<file path="src/rtl/rs_alu.sv">
// rs_alu: 16-entry reservation station feeding the integer ALU, with two CDB wakeup ports.
// Optional macro RS_WAKEUP_ISSUE_EN: the select logic sees same-cycle CDB wakeups.
module rs_alu #(
    parameter int unsigned ROB_W = 4,
    parameter int unsigned OP_W  = 5,
    parameter int unsigned XLEN  = 32
) (
    input  logic             clk_in,
    input  logic             rst_in,
    input  logic             rdy_in,
    input  logic             flush_in,
    input  logic             disp_valid,
    output logic             disp_ready,
    input  logic [OP_W-1:0]  disp_op,
    input  logic [XLEN-1:0]  disp_vj,
    input  logic [XLEN-1:0]  disp_vk,
    input  logic [ROB_W-1:0] disp_qj,
    input  logic [ROB_W-1:0] disp_qk,
    input  logic [ROB_W-1:0] disp_dest,
    input  logic             cdb0_valid,
    input  logic [ROB_W-1:0] cdb0_tag,
    input  logic [XLEN-1:0]  cdb0_value,
    input  logic             cdb1_valid,
    input  logic [ROB_W-1:0] cdb1_tag,
    input  logic [XLEN-1:0]  cdb1_value,
    output logic             alu_valid,
    output logic [OP_W-1:0]  alu_op,
    output logic [XLEN-1:0]  alu_a,
    output logic [XLEN-1:0]  alu_b,
    output logic [ROB_W-1:0] alu_dest
);
    localparam int unsigned NUM_ENTRIES = 16;
    localparam int unsigned IDX_W       = 4;

    logic [NUM_ENTRIES-1:0] busy_q, busy_d;
    logic [OP_W-1:0]        op_q   [NUM_ENTRIES];
    logic [XLEN-1:0]        vj_q   [NUM_ENTRIES];
    logic [XLEN-1:0]        vk_q   [NUM_ENTRIES];
    logic [ROB_W-1:0]       qj_q   [NUM_ENTRIES];
    logic [ROB_W-1:0]       qk_q   [NUM_ENTRIES];
    logic [ROB_W-1:0]       dest_q [NUM_ENTRIES];

    logic [XLEN-1:0]        vj_w   [NUM_ENTRIES];
    logic [XLEN-1:0]        vk_w   [NUM_ENTRIES];
    logic [ROB_W-1:0]       qj_w   [NUM_ENTRIES];
    logic [ROB_W-1:0]       qk_w   [NUM_ENTRIES];
    logic [NUM_ENTRIES-1:0] ready;

    logic             issue_found, alloc_found, disp_fire;
    logic [IDX_W-1:0] issue_idx, alloc_idx;
    logic [XLEN-1:0]  disp_vj_w, disp_vk_w;
    logic [ROB_W-1:0] disp_qj_w, disp_qk_w;

    // Wakeup: cdb0 takes precedence if both ports carry the same tag.
    always_comb begin
        for (int i = 0; i < NUM_ENTRIES; i++) begin
            vj_w[i] = vj_q[i];
            qj_w[i] = qj_q[i];
            vk_w[i] = vk_q[i];
            qk_w[i] = qk_q[i];
            if (busy_q[i] && qj_q[i] != '0) begin
                if (cdb0_valid && cdb0_tag == qj_q[i]) begin
                    vj_w[i] = cdb0_value;
                    qj_w[i] = '0;
                end else if (cdb1_valid && cdb1_tag == qj_q[i]) begin
                    vj_w[i] = cdb1_value;
                    qj_w[i] = '0;
                end
            end
            if (busy_q[i] && qk_q[i] != '0) begin
                if (cdb0_valid && cdb0_tag == qk_q[i]) begin
                    vk_w[i] = cdb0_value;
                    qk_w[i] = '0;
                end else if (cdb1_valid && cdb1_tag == qk_q[i]) begin
                    vk_w[i] = cdb1_value;
                    qk_w[i] = '0;
                end
            end
`ifdef RS_WAKEUP_ISSUE_EN
            ready[i] = busy_q[i] && (qj_w[i] == '0) && (qk_w[i] == '0);
`else
            ready[i] = busy_q[i] && (qj_q[i] == '0) && (qk_q[i] == '0);
`endif
        end
    end

    // Both encoders scan downward so the lowest matching index wins.
    always_comb begin
        issue_found = 1'b0;
        issue_idx   = '0;
        alloc_found = 1'b0;
        alloc_idx   = '0;
        for (int i = NUM_ENTRIES - 1; i >= 0; i--) begin
            if (ready[i]) begin
                issue_found = 1'b1;
                issue_idx   = IDX_W'(i);
            end
            if (!busy_q[i]) begin
                alloc_found = 1'b1;
                alloc_idx   = IDX_W'(i);
            end
        end
    end

    assign disp_ready = alloc_found;
    assign disp_fire  = disp_valid && disp_ready && rdy_in && !flush_in;

    always_comb begin
        disp_vj_w = disp_vj;
        disp_qj_w = disp_qj;
        disp_vk_w = disp_vk;
        disp_qk_w = disp_qk;
        if (disp_qj != '0) begin
            if (cdb0_valid && cdb0_tag == disp_qj) begin
                disp_vj_w = cdb0_value;
                disp_qj_w = '0;
            end else if (cdb1_valid && cdb1_tag == disp_qj) begin
                disp_vj_w = cdb1_value;
                disp_qj_w = '0;
            end
        end
        if (disp_qk != '0) begin
            if (cdb0_valid && cdb0_tag == disp_qk) begin
                disp_vk_w = cdb0_value;
                disp_qk_w = '0;
            end else if (cdb1_valid && cdb1_tag == disp_qk) begin
                disp_vk_w = cdb1_value;
                disp_qk_w = '0;
            end
        end
    end

    // Dispatch targets a vacant slot, issue a busy one, so the two never collide.
    always_comb begin
        busy_d = busy_q;
        if (issue_found) busy_d[issue_idx] = 1'b0;
        if (disp_fire) busy_d[alloc_idx] = 1'b1;
    end

    always_ff @(posedge clk_in) begin
        if (rst_in) begin
            busy_q    <= '0;
            alu_valid <= 1'b0;
            alu_op    <= '0;
            alu_a     <= '0;
            alu_b     <= '0;
            alu_dest  <= '0;
        end else if (flush_in) begin
            busy_q    <= '0;
            alu_valid <= 1'b0;
        end else if (rdy_in) begin
            busy_q    <= busy_d;
            alu_valid <= issue_found;
            if (issue_found) begin
                alu_op   <= op_q[issue_idx];
                alu_a    <= vj_w[issue_idx];
                alu_b    <= vk_w[issue_idx];
                alu_dest <= dest_q[issue_idx];
            end
        end
    end

    // Payload needs no reset: busy gates every use of it.
    always_ff @(posedge clk_in) begin
        if (!rst_in && !flush_in && rdy_in) begin
            for (int i = 0; i < NUM_ENTRIES; i++) begin
                if (disp_fire && alloc_idx == IDX_W'(i)) begin
                    op_q[i]   <= disp_op;
                    vj_q[i]   <= disp_vj_w;
                    vk_q[i]   <= disp_vk_w;
                    qj_q[i]   <= disp_qj_w;
                    qk_q[i]   <= disp_qk_w;
                    dest_q[i] <= disp_dest;
                end else begin
                    vj_q[i] <= vj_w[i];
                    vk_q[i] <= vk_w[i];
                    qj_q[i] <= qj_w[i];
                    qk_q[i] <= qk_w[i];
                end
            end
        end
    end
endmodule
</file>
<file path="config.mk">
export PLATFORM = sky130hd
export DESIGN_NAME = rs_alu
export DESIGN_NICKNAME = d
export VERILOG_FILES = /design/src/rtl/rs_alu.sv
export SDC_FILE = /design/constraint.sdc
export NUM_CORES = 2
export LEC_CHECK = 0
export BUFFER_PORTS_ARGS = -buffer_cell sky130_fd_sc_hd__buf_2
export CAP_MARGIN = 20
export CORE_MARGIN = 3
export CORE_UTILIZATION = 46
export CTS_BUF_LIST = sky130_fd_sc_hd__clkbuf_8
export CTS_CLUSTER_SIZE = 25
export DETAILED_ROUTE_END_ITERATION = 10
export SETUP_SLACK_MARGIN = 0.15
export SYNTH_ARGS = -nofsm -noshare
export SYNTH_HDL_FRONTEND = slang
export SYNTH_SLANG_ARGS = --single-unit
</file>
<file path="constraint.sdc">
create_clock -name clk_in -period 31.8 [get_ports clk_in]
set_input_delay 1.59 -clock clk_in [delete_from_list [all_inputs] [get_ports clk_in]]
set_output_delay 1.59 -clock clk_in [all_outputs]
set_load 0.05 [all_outputs]
</file>
==> impl_metrics.json <==
{
  "cts_root_buffer": "clkbuf_8",
  "clockBufferDepth": 4,
  "setup_violations": 0,
  "wirelength_um": 390000,
  "netlist_top_cells_count": "mux2i_1 (1935), edfxtp_1 (1296), nor2_1 (1039), a21oi_1 (886), nand2_1 (735)",
  "initial_utilization": 0.466,
  "fmaxAchievable_mhz": 130,
  "synth.area.top_cells": "edfxtp_1 (43%), mux2i_1 (21%), a21oi_1 (4.9%), nor2_1 (4.3%), o21ai_0 (3.6%)",
  "clk_pin_slew_ps": 60,
  "antenna_found_initial": 35,
  "worst_pin_slew_ps": 1330,
  "nets": 9089,
  "synthDominantCellAreaShare": 0.431,
  "cts_hold_buf": 0,
  "synth_area_sq_um": 90200,
  "post-place-ws_ps": 24390,
  "endpoint_kind": "register",
  "die_area_sq_um": 201000,
  "rows": 161,
  "drive_above_1_share": 0.121,
  "hold_viol_final": 0,
  "rsz0062_at_grt": "false",
  "worstSkewPairLatency_ps": 1090,
  "ys_seq_area_frac": 0.451,
  "yosysMostFrequentCell": "mux2i_1",
  "vias_per_cell": 6.75,
  "crit_type": "register to register",
  "drt-initial-drc-count": 12600,
  "power.leakage_nw": 32.2,
  "firstDrtPassIters": 8,
  "areaGrowthSynthToFinish_pct": 9.13,
  "grt_pass1_wl_um": 546000,
  "status": "complete, no violations",
  "power.density_nw_per_um2": 43.8,
  "overflow": 0,
  "grt.total_usage": 0.370,
  "post-route-drc-count": 0,
  "ys_warn_count": 0,
  "grt_max_degree": 131,
  "portBuffers": 234,
  "synth_top_area_cell": "edfxtp_1",
  "critPathArrivalTime_ps": 8590,
  "antenna_left": 0,
  "slew_viol_final": 0,
  "synth-seq-cells": 1386,
  "min_path_type": "register to register",
  "ir_worst_vdd_mv": 0.0351,
  "cts_resized": 0,
  "syn_area_per_cell_sq_um": 9.88,
  "finalSetupTns_ps": 0,
  "synthCells": 9132,
  "synth_edf_count": 1296,
  "min_period_ps": 7710,
  "coreArea_sq_um": 194000,
  "cts_htree_levels": 5,
  "maxCapViolations": 0,
  "final.setup.worst_slack_ps": 24090,
  "synthArstFlopShare": 0,
  "critPathMaxFanout": 57,
  "numCtsBuffers": 278,
  "clock_skew_ps": 86.7,
  "relSlewSlack": 0.114,
  "die_x_um": 449,
  "gp_congestion": 0.966,
  "synth_nets": 9292,
  "place_hpwl_um": 221000,
  "fin_crit_sh": 0.242,
  "num_vias": 79300,
  "die_h_um": 449,
  "clock_sinks": 1386,
  "grt_pass1_vias": 74900,
  "ioPinCount": 235,
  "synth.distinct_cells": 72,
  "post-cts-setup-buffer-count": 0,
  "required_ps": 32680,
  "drt-wirelength-per-cell_um": 33.2,
  "synthFlopType": "edfxtp_1",
  "critPathLaunchType": "register",
  "cts_tree": "built"
}
[sequential cells by signal, summed over array words and instances, names as in the netlist]
name and cells:
alu_a 32, alu_b 32, alu_dest 4, alu_op 5, alu_valid 1, busy_q 16, dest_q 64, op_q 80
qj_q 64, qk_q 64, vj_q 512, vk_q 512
[layer usage]
metal  track usage  vias up  share of wire
li1              -    33100              -
met1         0.475    38700           0.37
met2         0.559     6004           0.43
met3        0.0908     1469           0.13
met4         0.233       10          0.071
met5             0        -        0.00015
[cell families after synthesis]
logic type	after synthesis	synth area share
muxes	2078	0.233
xor gates and xnor gates	272	0.0264
AOI/OAI and AO/OA	2231	0.143
and+or+nand+nor	2112	0.0972
DFF	1386	0.451
buffers and inverters	1053	0.0490
[area by class of cell]
type / instances / area (sq um)
fill: 17800 / 95300
multi-input combinational: 6693 / 45900
sequential: 1386 / 40700
clock buffer: 303 / 4170
timing repair buffer: 543 / 3570
tap: 2608 / 3260
clock inverter: 164 / 694
inverter: 27 / 109
antenna: 29 / 72.6
[through the flow]
| stage | power, mW | hold WS, ps | cells | area, sq um | utilization |
|---|---|---|---|---|---|
| 5_1_grt | 4.42 | 524 | 11700 | 98400 | 0.508 |
| 3_5_place_dp | 2.61 | 485 | 11300 | 93500 | 0.482 |
| 6_report | 4.31 | 488 | 11800 | 98500 | 0.508 |
| 3_3_place_gp | 2.59 | 470 | 11200 | 93200 | 0.481 |
| 4_1_cts | 4.29 | 492 | 11700 | 98300 | 0.507 |
| 2_1_floorplan | 2.47 | 511 | 9132 | 90200 | - |
[final timing paths]
kind / cells after the start / slack, ps / start / endpoint
max: 15 / 24090 / qk_q[0][1] / alu_op[2]
min: 2 / 490 / alu_valid / alu_valid
max reg2reg: 15 / 24090 / qk_q[0][1] / alu_op[2]
min reg2reg: 2 / 490 / alu_valid / alu_valid
[worst max-delay path, cell delays in order (launching register included)]
cell      delay (ps)
edfxtp_1         450
nor4_1           640
nand3_1          420
nand2b_1         180
buf_4            490
o21a_1           280
o31a_2           560
buf_4            480
buf_4            800
buf_4            740
buf_4            750
buf_4            640
mux2i_1          260
o22ai_1          110
nor4_1           400
a211oi_1         130
[where the power goes]
group / switching, mW / total [mW] / leakage (nW) / internal (mW)
clock network: 0.838 / 1.72 / 2.95 / 0.882
registers: 0.0119 / 2.08 / 12.5 / 2.07
logic: 0.345 / 0.507 / 16.7 / 0.163
[cells in the final DEF (no fill, tap or decap), types with 63 or more instances in the layout]
cell type	count
o22ai_1	238
xnor2_1	83
nand2_1	731
o22a_1	69
o21ai_0	655
buf_4	300
nor4_1	63
buf_2	234
nor2_1	1028
mux2_2	124
dfxtp_1	90
nand3_1	74
xor2_1	189
edfxtp_1	1296
clkbuf_8	303
mux2i_1	1935
inv_1	152
a21oi_1	879
No activity file was read; power rests on OpenSTA's default activity.
